`src/rtl/addsub_serial_if.sv`:
```
// Handshake and operand/result bundle for the digit-serial adder/subtractor.
// The unit connects through the slave modport; the producer/consumer side uses master.
interface addsub_serial_if #(
    parameter int WIDTH = 16
);
    logic             in_valid;
    logic             in_ready;
    logic             op;
    logic             ci;
    logic [WIDTH-1:0] x;
    logic [WIDTH-1:0] y;
    logic             out_valid;
    logic             out_ready;
    logic [WIDTH-1:0] r;
    logic             co;
    logic             of;

    modport master (
        output in_valid, op, ci, x, y, out_ready,
        input  in_ready, out_valid, r, co, of
    );

    modport slave (
        input  in_valid, op, ci, x, y, out_ready,
        output in_ready, out_valid, r, co, of
    );
endinterface

```
`src/rtl/addsub_serial.sv`:
```
// Digit-serial signed add/subtract: DIGIT bits per cycle, LSB digit first, valid/ready on both sides.
// Optional feature macro ADDSUB_SAT_EN: saturate r on signed overflow (co/of still report raw wrap).
module addsub_serial #(
    parameter int WIDTH = 16,
    parameter int DIGIT = 4
) (
    input logic            clk,
    input logic            rst,
    addsub_serial_if.slave bus
);
    localparam int N  = WIDTH / DIGIT;
    localparam int CW = (N > 1) ? $clog2(N) : 1;
    localparam logic [CW-1:0] LAST = CW'(N - 1);

    generate
        if ((WIDTH % DIGIT) != 0 || WIDTH < 2 || DIGIT < 1) begin : g_param_check
            $error("addsub_serial: WIDTH must be >= 2 and a multiple of DIGIT");
        end
    endgenerate

    typedef enum logic [1:0] {IDLE, BUSY, DONE} state_t;

    state_t           state;
    state_t           state_next;
    logic [WIDTH-1:0] xs;
    logic [WIDTH-1:0] ys;
    logic [WIDTH-1:0] acc;
    logic [CW-1:0]    cnt;
    logic             carry;
    logic             co_q;
    logic             of_q;
    logic             accept;
    logic             last;
    logic             ovf;
    logic [DIGIT:0]   dsum;
    logic [WIDTH-1:0] shifted;
    logic [WIDTH-1:0] result;

    assign bus.in_ready  = !rst && ((state == IDLE) || (state == DONE && bus.out_ready));
    assign bus.out_valid = (state == DONE);
    assign bus.r         = acc;
    assign bus.co        = co_q;
    assign bus.of        = of_q;

    assign accept = bus.in_valid && bus.in_ready;
    assign last   = (cnt == LAST);

    // ys already holds ~y for subtraction, so the digit adder only ever adds.
    assign dsum = {1'b0, xs[DIGIT-1:0]} + {1'b0, ys[DIGIT-1:0]} + {{DIGIT{1'b0}}, carry};

    // On the top digit: same-sign operands giving a different-sign sum == carry-in(MSB) ^ carry-out.
    assign ovf = (xs[DIGIT-1] == ys[DIGIT-1]) && (dsum[DIGIT-1] != xs[DIGIT-1]);

    generate
        if (N == 1) begin : g_single
            assign shifted = dsum[DIGIT-1:0];
        end else begin : g_multi
            assign shifted = {dsum[DIGIT-1:0], acc[WIDTH-1:DIGIT]};
        end
    endgenerate

`ifdef ADDSUB_SAT_EN
    assign result = !ovf           ? shifted :
                    xs[DIGIT-1]    ? {1'b1, {(WIDTH-1){1'b0}}} :
                                     {1'b0, {(WIDTH-1){1'b1}}};
`else
    assign result = shifted;
`endif

    always_ff @(posedge clk) begin
        if (rst) begin
            state <= IDLE;
        end else begin
            state <= state_next;
        end
    end

    always_comb begin
        state_next = state;
        case (state)
            IDLE: if (accept) state_next = BUSY;
            BUSY: if (last) state_next = DONE;
            DONE: begin
                if (accept) begin
                    state_next = BUSY;
                end else if (bus.out_ready) begin
                    state_next = IDLE;
                end
            end
            default: state_next = IDLE;
        endcase
    end

    // Accept only happens in IDLE/DONE, so it never collides with a BUSY step.
    always_ff @(posedge clk) begin
        if (rst) begin
            xs    <= '0;
            ys    <= '0;
            acc   <= '0;
            cnt   <= '0;
            carry <= 1'b0;
            co_q  <= 1'b0;
            of_q  <= 1'b0;
        end else if (accept) begin
            xs    <= bus.x;
            ys    <= bus.op ? ~bus.y : bus.y;
            carry <= bus.op ? ~bus.ci : bus.ci;
            cnt   <= '0;
        end else if (state == BUSY) begin
            xs    <= xs >> DIGIT;
            ys    <= ys >> DIGIT;
            carry <= dsum[DIGIT];
            cnt   <= cnt + CW'(1);
            if (last) begin
                acc  <= result;
                co_q <= dsum[DIGIT];
                of_q <= ovf;
            end else begin
                acc  <= shifted;
            end
        end
    end
endmodule

```
`src/flat_wrapper.sv`:
```
// flat-port wrapper written by rule: the top's interface ports become plain ports
module addsub_serial_flat 
#(
    parameter int WIDTH = 16,
    parameter int DIGIT = 4
)
  (clk, rst, bus_in_valid, bus_op, bus_ci, bus_x, bus_y, bus_out_ready, bus_in_ready, bus_out_valid, bus_r, bus_co, bus_of);
  addsub_serial_if #(.WIDTH(WIDTH)) bus_i ();
  input logic clk;
  input logic rst;
  input wire logic [$bits(bus_i.in_valid)-1:0] bus_in_valid;
  input wire logic [$bits(bus_i.op)-1:0] bus_op;
  input wire logic [$bits(bus_i.ci)-1:0] bus_ci;
  input wire logic [$bits(bus_i.x)-1:0] bus_x;
  input wire logic [$bits(bus_i.y)-1:0] bus_y;
  input wire logic [$bits(bus_i.out_ready)-1:0] bus_out_ready;
  output wire logic [$bits(bus_i.in_ready)-1:0] bus_in_ready;
  output wire logic [$bits(bus_i.out_valid)-1:0] bus_out_valid;
  output wire logic [$bits(bus_i.r)-1:0] bus_r;
  output wire logic [$bits(bus_i.co)-1:0] bus_co;
  output wire logic [$bits(bus_i.of)-1:0] bus_of;
  assign bus_i.in_valid = bus_in_valid;
  assign bus_i.op = bus_op;
  assign bus_i.ci = bus_ci;
  assign bus_i.x = bus_x;
  assign bus_i.y = bus_y;
  assign bus_i.out_ready = bus_out_ready;
  assign bus_in_ready = bus_i.in_ready;
  assign bus_out_valid = bus_i.out_valid;
  assign bus_r = bus_i.r;
  assign bus_co = bus_i.co;
  assign bus_of = bus_i.of;
  addsub_serial #(.WIDTH(WIDTH), .DIGIT(DIGIT)) u_core (.clk(clk), .rst(rst), .bus(bus_i));
endmodule
```
`config.mk`:
```
export PLATFORM = sky130hd
export DESIGN_NAME = addsub_serial_flat
export DESIGN_NICKNAME = d
export VERILOG_FILES = /design/src/rtl/addsub_serial_if.sv /design/src/rtl/addsub_serial.sv /design/src/flat_wrapper.sv
export SDC_FILE = /design/constraint.sdc
export NUM_CORES = 1
export LEC_CHECK = 0
export BUFFER_PORTS_ARGS = -buffer_cell sky130_fd_sc_hd__buf_2
export CAP_MARGIN = 20
export CORE_ASPECT_RATIO = 1.25
export CORE_MARGIN = 2
export CORE_UTILIZATION = 45
export DETAILED_ROUTE_END_ITERATION = 12
export PLACE_DENSITY = 0.8
export REMOVE_ABC_BUFFERS = 1
export SLEW_MARGIN = 20
export SYNTH_ARGS = -nofsm -noshare
export SYNTH_HDL_FRONTEND = slang
export SYNTH_SLANG_ARGS = --single-unit
```
`constraint.sdc`:
```
create_clock -name clk -period 3.3 [get_ports clk]
set_input_delay 0.66 -clock clk [delete_from_list [all_inputs] [get_ports clk]]
set_output_delay 0.66 -clock clk [all_outputs]
set_load 0.02 [all_outputs]
```
Yosys cells after proc, flatten, opt, wreduce, memory -nomap -nowiden

Index checks and enable logic that the tools add are counted.

Flip-flop bits (word level): 55
Input bits: 38
Output and inout port bits: 20
Word-level logic and storage cells: 47

$add $sub $neg: 3
Equal/unequal tests: 8
Mux-type cells: 13
Bitwise gates (word level): 3
Reduce and logical (&&, ||, !) cells: 12

Operators with widths:

| kind                                                                    | count |
|---|---|
| 16-bit 2-to-1 mux                                                       | 5 |
| 16-bit inverter                                                         | 1 |
| 2-bit 2-to-1 mux                                                        | 4 |
| 2-bit case mux with 3 select lines                                      | 1 |
| 3-bit AND reduction                                                     | 2 |
| 4-bit by 4-bit adder with 5-bit output                                  | 1 |
| 5-bit by 1-bit adder with 5-bit output                                  | 1 |
| 2-bit == test, second input constant                                    | 2 |
| 1-bit logical AND                                                       | 4 |
| 2-bit by 1-bit inequality test with 1-bit output, second input constant | 2 |
| 1-bit 2-to-1 mux                                                        | 3 |
| 3-bit by 2-bit inequality test with 1-bit output, second input constant | 1 |
| 2-bit by 1-bit adder with 2-bit output, second input constant           | 1 |
| 2-bit by 1-bit == test with 1-bit output, second input constant         | 1 |
| 2-bit logical NOT                                                       | 1 |
| 1-bit inverter                                                          | 2 |
| 2-bit AND reduction                                                     | 1 |
| 2-bit nonzero test                                                      | 1 |
| 2-bit OR reduction                                                      | 1 |
| 1-bit == test                                                           | 1 |
| 1-bit logical NOT                                                       | 1 |
| 1-bit logical OR                                                        | 1 |
| 1-bit inequality test                                                   | 1 |

Longest topological paths before layout

Gate-level depths: netlist (run 1).

Depth after elaboration: 7
Mapped depth: 5
Depth with buffers taken out: 5

Least setup slack after synthesis (run 1)

OpenSTA, ideal clock, no wires.

Kind: input port to output port
Start point: input port rst
End point: output port bus_in_ready
Arrival: 1.632 ns
Required time: 2.640 ns
Path slack: 1.008 ns
Stages on the path: 4
Buffers on the path: 3
Cells stage by stage: buf_6 buf_2 buf_1 nor3_1

Longest elaborated chain between the ends: 2

Ends and longest elaborated chain:

| item              | line                | RTL |
|---|---|---|
| start, declared   | flat_wrapper.sv:10  | `input logic rst;` |
| 1-bit logical NOT | addsub_serial.sv:39 | `assign bus.in_ready = !rst && ((state == IDLE) \|\| (state == DONE && bus.out_ready));` |
| 1-bit logical AND | addsub_serial.sv:39 |  |
| end, declared     | flat_wrapper.sv:17  | `output wire logic [$bits(bus_i.in_ready)-1:0] bus_in_ready;` |

Every way passes these cells.

Final worst setup path (run 1)

Start point: register u_core.state[1]
End point: register u_core.acc[15] (netlist: u_core.bus.r[15])

Longest elaborated chain between the ends: 7

Ends and longest elaborated chain:

| item                                   | line                 | RTL |
|---|---|---|
| start, declared                        | addsub_serial.sv:23  | `state_t state;` |
| start signal, assigned                 | addsub_serial.sv:74  | `state <= state_next;` |
| 2-bit == test                          | addsub_serial.sv:39  |  |
| 1-bit logical AND                      | addsub_serial.sv:39  |  |
| 1-bit logical OR                       | addsub_serial.sv:39  |  |
| 1-bit logical AND                      | addsub_serial.sv:39  |  |
| 1-bit logical AND                      | addsub_serial.sv:45  | `assign accept = bus.in_valid && bus.in_ready;` |
| 1-bit inverter (no source line)        | -                    |  |
| 2-bit AND reduction (no source line) * | -                    |  |
| end signal, assigned                   | addsub_serial.sv:115 | `acc <= result;` |
| end signal, assigned                   | addsub_serial.sv:119 | `acc <= shifted;` |
| end, declared                          | addsub_serial.sv:27  | `logic [WIDTH-1:0] acc;` |

Every way passes the cells marked *; elsewhere a longest branch is shown, timed or not.
A chain may end at the register's enable or synchronous reset.

==> flow_metrics.env, run 1 <==
export IMPL_port_buffers=57
export IMPL_first_pass_iters=4
export IMPL_synth_cells=323
export IMPL_antenna_found_initial=0
export IMPL_cp_end_kind="flop"
export IMPL_fmax_mhz=507.1
export IMPL_hold_class="reg2reg"
export IMPL_nNetsFinal=398
export IMPL_period_needed_ns=1.972
export IMPL_coreArea_um2=5857
export IMPL_cts_made_buffers=5
export IMPL_status="finished clean"
export IMPL_relSlewSlack_pct=34.45
export IMPL_ant_nets=0
export IMPL_synth_area_um2=2764
export IMPL_intPower_mw=1.015
export IMPL_drcViolationCount=0
export IMPL_diodes=0
export IMPL_rows=31
export IMPL_drive_gt1_share_pct=21.69
export IMPL_cp_required_ns=3.50
export IMPL_worstSetupStartpoint="u_core.state[1]"
export IMPL_vias=2546
export IMPL_area_growth_syn_to_layout_pct=13.58
export IMPL_grt_pass1_vias=2241
export IMPL_r2r_start="u_core.state[1]"
export IMPL_ys_ff_latch=55
export IMPL_layout_common_cells="buf_2 (57), dfxtp_1 (55), nand2_1 (54)"
export IMPL_clk_path_buf_depth=2
export IMPL_utilization_pct=53.60
export IMPL_min_to="u_core.bus.r[0]"
export IMPL_overflow=0
export IMPL_synth_distinct_cells=34
export IMPL_crit_fanout=50
export IMPL_r2r_end="u_core.bus.r[15]"
export IMPL_worst_pin_slew_ns=0.9832
export IMPL_cts_sinks=55
export IMPL_start_util_pct=47.19
export IMPL_grt_max_degree=52
export IMPL_die_y_um=91.62
export IMPL_yosysSeqAreaShare_pct=39.84
export IMPL_clkPwrFrac_pct=33.1
export IMPL_gp_congestion=0.8163
export IMPL_switching_share_pct=26.70
export IMPL_p_leak_nw=1.176
export IMPL_hold_path_depth=2
export IMPL_combinationalPowerShare_pct=15.2
export IMPL_cap_violations=0
export IMPL_worstSetupStartpointType="flop"
export IMPL_globalRouteTotalUtil_pct=18.56
export IMPL_die_width_um=74.10
export IMPL_sequentialPowerShare_pct=51.7
export IMPL_clk_latency_ns=0.31
export IMPL_path_class="reg2reg"
export IMPL_p_switching_uw=370.0
export IMPL_nFillCells=563
export IMPL_hold_viol=0
export IMPL_hold_start="u_core.bus.r[0]"
export IMPL_post_cts_resized=0
export IMPL_cts_tree="built"
export IMPL_setup_violations=0
export IMPL_root_buffer="clkbuf_8"
export IMPL_dpl_hpwl_mm=3.935
export IMPL_grt_pass1_wl_mm=10.12
export IMPL_routed_wirelength_mm=6.295
export IMPL_finalSetupTns_ns=0
export IMPL_worstRegToRegCells=3
export IMPL_r2r_setup_slack_ns=1.33
export IMPL_vias_per_cell=5.826
export IMPL_powerDensity_nw_per_um2=441.3
export IMPL_ys_warn_count=0
export IMPL_maxSlewViolCount=0
export IMPL_clk_pin_slew_ns=0.09
export IMPL_drt_initial_drc_count=196
export IMPL_ir_drop_v=0.0002373
export IMPL_wl_per_cell_um=14.41
export IMPL_post_cts_setup_buffers=0
export IMPL_cts_hold_fix_buffers=0
export IMPL_post_route_period_util_pct=59.76
export IMPL_io_pins=58
export IMPL_htreeDepth=2
export IMPL_crit_arrival_ns=2.17
export IMPL_die_area_um2=6789
export IMPL_rsz0062_at_grt="no"
export IMPL_fin_skew_ns=0.006969
export IMPL_synth_area_per_cell_um2=8.557
export IMPL_final_common_cell="buf_2"
==> power by group through the flow <==
stage          logic (mW)  registers (mW)  clock network, mW
2_1_floorplan       0.116           0.732                  0
4_1_cts             0.211           0.716              0.466
3_3_place_gp        0.202           0.730                  0
3_5_place_dp        0.210           0.731                  0
6_report            0.210           0.716              0.459
5_1_grt             0.233           0.719              0.493
==> sequential cells by signal (all words and copies together), names as in the netlist <==
name,flops
u_core.carry,1
u_core.bus.r,16
u_core.bus.co,1
u_core.bus.of,1
u_core.state,2
u_core.cnt,2
u_core.xs,16
u_core.ys,16
==> area by class of cell <==
cell class / count / area, µm² / area share (%)
clock inverter: 2 / 35.03 / 1.116
tap: 82 / 102.6 / 3.268
multi-input combinational: 228 / 1484 / 47.27
clock buffer: 6 / 82.58 / 2.631
inverter: 1 / 3.754 / 0.1196
sequential: 55 / 1101 / 35.07
timing repair buffer: 63 / 330.3 / 10.52
==> kinds of logic (layout without fill, tap and decap cells) <==
| family | after synthesis | after routing | share of synthesized area [%] |
|---|---|---|---|
| simple gates | 108 | 108 | 19.29 |
| compound gates | 94 | 94 | 24.22 |
| flops | 55 | 55 | 39.84 |
| buf+inv | 40 | 72 | 7.017 |
| xor+xnor | 19 | 19 | 6.021 |
| fa+ha+maj | 6 | 6 | 3.260 |
| mux | 1 | 1 | 0.3622 |
==> synthesized netlist by cell type, drive strengths merged <==
cell / instances / area (µm²)
a2111oi: 2 / 23.77
a211o: 1 / 8.760
a211oi: 2 / 15.01
a21o: 4 / 30.03
a21oi: 26 / 130.1
a221o: 1 / 10.01
a311o: 1 / 10.01
a31oi: 24 / 150.1
and3: 1 / 6.260
buf: 29 / 152.6
clkbuf: 10 / 37.54
dfxtp: 55 / 1101
fa: 2 / 40.04
ha: 4 / 50.05
inv: 1 / 3.750
mux2i: 1 / 10.01
nand2: 54 / 202.7
nand2b: 6 / 37.54
nand3: 1 / 5.000
nand3b: 1 / 7.510
nand4: 32 / 200.2
nor2: 2 / 7.510
nor2b: 5 / 31.28
nor3: 4 / 20.02
nor4: 1 / 6.260
o2111a: 1 / 11.26
o311ai: 32 / 280.3
or3b: 1 / 8.760
xnor2: 2 / 17.52
xor2: 17 / 148.9
==> worst max-delay path, cell delays in order (launching register included) <==
cell and delay, ns:
dfxtp_1 0.48, nand2b_2 0.83, a2111oi_0 0.18, a311o_1 0.36
==> how the worst max path moves through the flow <==
stage	end	cells past startpoint
finish	u_core.bus.r[15]	3
global route	u_core.bus.r[15]	3
CTS	u_core.bus.r[15]	3
detailed placement	u_core.xs[8]	5
global placement	u_core.ys[0]	5
floorplan	bus_in_ready	2
==> stage by stage <==
stage                     hold slack, ns  instances  instance area, µm²  setup slack, ns  power, mW
final                             0.4594        437                3139            1.328      1.385
after global placement            0.4389        429                3022            1.159     0.9319
after CTS                         0.4654        437                3139            1.358      1.393
after detailed placement          0.4525        429                3022            1.075     0.9411
after global routing              0.4858        437                3139            1.174      1.446
after floorplan                   0.4356        284                2574           0.4068     0.8482
==> per-layer routing <==
layer / up-vias / track usage, % / part of all wire (%)
met4: 0 / 5.000 / 0.73
li1: 1273 / - / -
met3: 5 / 3.297 / 4.3
met1: 1190 / 22.05 / 45
met5: - / 0 / 0
met2: 78 / 33.41 / 50
No activity file was read; power rests on OpenSTA's default activity.
==> run 2, diff against run 1 <==
--- a/config.mk
+++ b/config.mk
@@ -5,6 +5,7 @@
 export SDC_FILE = /design/constraint.sdc
 export NUM_CORES = 1
 export LEC_CHECK = 0
+export ABC_AREA = 1
 export BUFFER_PORTS_ARGS = -buffer_cell sky130_fd_sc_hd__buf_2
 export CAP_MARGIN = 20
 export CORE_ASPECT_RATIO = 1.25
==> constraint.sdc (replaced) <==
create_clock -name clk -period 2 [get_ports clk]
set_input_delay 0.4 -clock clk [delete_from_list [all_inputs] [get_ports clk]]
set_output_delay 0.4 -clock clk [all_outputs]
set_load 0.02 [all_outputs]
==> flow_metrics.env, run 2 <==
export IMPL_grt_max_degree=31
export IMPL_area_growth_syn_to_layout_pct=15.12
export IMPL_cap_violations=0
export IMPL_setup_slack_ns=0.2800
export IMPL_finish_instance_area_um2=3115
export IMPL_layout_common_cells="nand2_1 (93), nor2_1 (70), buf_2 (57)"
export IMPL_p_total_mw=2.215
export IMPL_status="finished clean"
export IMPL_synth_edf_count=0
export IMPL_diodes=0
export IMPL_port_buffers=57
export IMPL_nFillCells=568
export IMPL_post_route_period_util_pct=86.00
export IMPL_grt_pass1_vias=2375
export IMPL_p_leak_nw=1.556
export IMPL_drcViolationCount=0
export IMPL_globalRouteTotalUtil_pct=17.93
export IMPL_io_pins=58
export IMPL_crit_top_cell="nand2_1"
export IMPL_worst_pin_slew_ns=0.4000
export IMPL_synth_cells=397
export IMPL_final_common_cell="nand2_1"
export IMPL_finalSetupTns_ns=0
export IMPL_synthArstFlopShare_pct=0
export IMPL_synth_distinct_cells=27
export IMPL_dpl_hpwl_mm=4.110
export IMPL_die_y_um=90.71
export IMPL_die_area_um2=6655
export IMPL_routed_wirelength_mm=5.592
export IMPL_gp_congestion=0.7791
export IMPL_ys_flop_type="dfxtp_1"
export IMPL_multi_input_area_um2=1309
export IMPL_post_place_ws_ns=0.2819
export IMPL_drt_initial_drc_count=81
export IMPL_nNetsFinal=491
export IMPL_synth_area_um2=2706
export IMPL_die_width_um=73.37
export IMPL_cp_top_family="adder cells"
export IMPL_cts_hold_fix_buffers=0
export IMPL_crit_buf_inv=1
export IMPL_ys_warn_count=0
export IMPL_wl_per_cell_um=10.90
export IMPL_vias=2498
export IMPL_ir_drop_v=0.0003770
export IMPL_grt_pass1_wl_mm=9.611
export IMPL_antenna_found_initial=0
export IMPL_synth_common_cells="nand2_1 (93), nor2_1 (70), dfxtp_1 (55)"
export IMPL_cts_sinks=55
export IMPL_synth_area_per_cell_um2=6.817
export IMPL_worstSetupStartpointType="flop"
export IMPL_htreeDepth=2
export IMPL_post_cts_setup_buffers=0
export IMPL_coreArea_um2=5818
export IMPL_fin_skew_ns=0.008759
export IMPL_hold_viol=0
export IMPL_fmax_mhz=581.4
export IMPL_clk_pin_slew_ns=0.09
export IMPL_powerDensity_nw_per_um2=710.9
export IMPL_synthMostInstantiatedCell="nand2_1"
export IMPL_setup_violations=0
export IMPL_cts_tree="built"
export IMPL_hold_class="in2reg"
export IMPL_synth_area_leaders="dfxtp_1 (41%), nand2_1 (13%), nor2_1 (9.7%)"
export IMPL_post_cts_resized=0
export IMPL_slowest_stage="fa_1"
export IMPL_dp_cells=506
export IMPL_maxSlewViolCount=0
export IMPL_relSlewSlack_pct=73.24
export IMPL_first_pass_iters=4
export IMPL_period_needed_ns=1.720
export IMPL_ys_ff_latch=55
export IMPL_clk_path_buf_depth=2
export IMPL_crit_chain="fa_1 -> fa_1 -> nand3_1 -> nand2_1 -> nand2_1 -> nand3_1 -> nand2_1 -> inv_1"
export IMPL_clk_latency_ns=0.31
export IMPL_crit_arrival_ns=1.93
export IMPL_drive_gt1_share_pct=17.67
export IMPL_synth_top_cell_area_share_pct=40.68
export IMPL_slowest_delay_ns=0.47
export IMPL_seq_area_um2=1101
export IMPL_overflow=0
export IMPL_rows=31
export IMPL_root_buffer="clkbuf_8"
export IMPL_rsz0062_at_grt="no"
export IMPL_yosysTopAreaCell="dfxtp_1"
export IMPL_vias_per_cell=4.869
export IMPL_final_cells=513
export IMPL_yosysSeqAreaShare_pct=40.68
export IMPL_cp_end_kind="flop"
export IMPL_path_class="reg2reg"
export IMPL_ant_nets=0
export IMPL_cts_made_buffers=5
export IMPL_dpl_cell_area_um2=3028
export IMPL_cp_required_ns=2.21
export IMPL_start_util_pct=46.52
export IMPL_crit_fanout=3
## run 2: cell types whose count changed after synthesis, sizes merged, moves of 6 or more
cell	before	now
a31oi	24	1
buf	29	15
inv	1	45
nand2	54	95
nand2b	6	0
nand3	1	39
nand4	32	6
nor2	2	72
o21ai	0	18
o311ai	32	0
xor2	17	11
## run 2: final cells by class
class	count	share of cell area [%]
clock buffer	6	2.651
clock inverter	1	0.1606
timing repair buffer	64	11.65
inverter	46	5.542
tap	66	2.651
sequential	55	35.34
multi-input combinational	275	42.01
## run 2: per-stage QoR
step	utilization (%)	hold WS, ns
finish	53.55	0.3401
global route	53.55	0.3332
global placement	52.04	0.4477
floorplan	-	0.4340
CTS	53.55	0.3302
detailed placement	52.04	0.4542
## run 2: kinds of logic after synthesis
| kind of cell | Yosys count | share of synthesized area [%] |
|---|---|---|
| simple gates | 213 | 32.69 |
| buf+inv | 67 | 10.96 |
| flops | 55 | 40.68 |
| compound gates | 44 | 8.460 |
| xor+xnor | 12 | 3.883 |
| fa+ha+maj | 6 | 3.329 |
## run 2: path summary, 6_finish.rpt
check	startpoint	slack (ns)	cells past startpoint	end
setup / recovery	u_core.carry	0.28	8	u_core.carry
hold / removal	bus_x[15]	0.34	3	u_core.xs[15]
setup reg to reg	u_core.carry	0.28	8	u_core.carry
hold reg to reg	u_core.ys[15]	0.47	2	u_core.ys[15]
## run 2: worst min-delay path, stage by stage
cell     delay (ns)
buf_2          0.09
nand2_1        0.05
a21oi_1        0.06
## run 2: report_power, final
group	leakage, nW	internal, mW	total (mW)	switching [mW]
Clock	0.0470	0.272	0.610	0.338
Sequential	0.449	1.16	1.20	0.0401
Combinational	1.06	0.154	0.403	0.248
## run 2: metal layers
metal	wire length [µm]	share of wire, %	GRT usage, %
met4	68	1.2	6.061
met5	0	0	0
met2	2938	53	33.41
met3	204	3.6	4.911
met1	2381	43	18.62
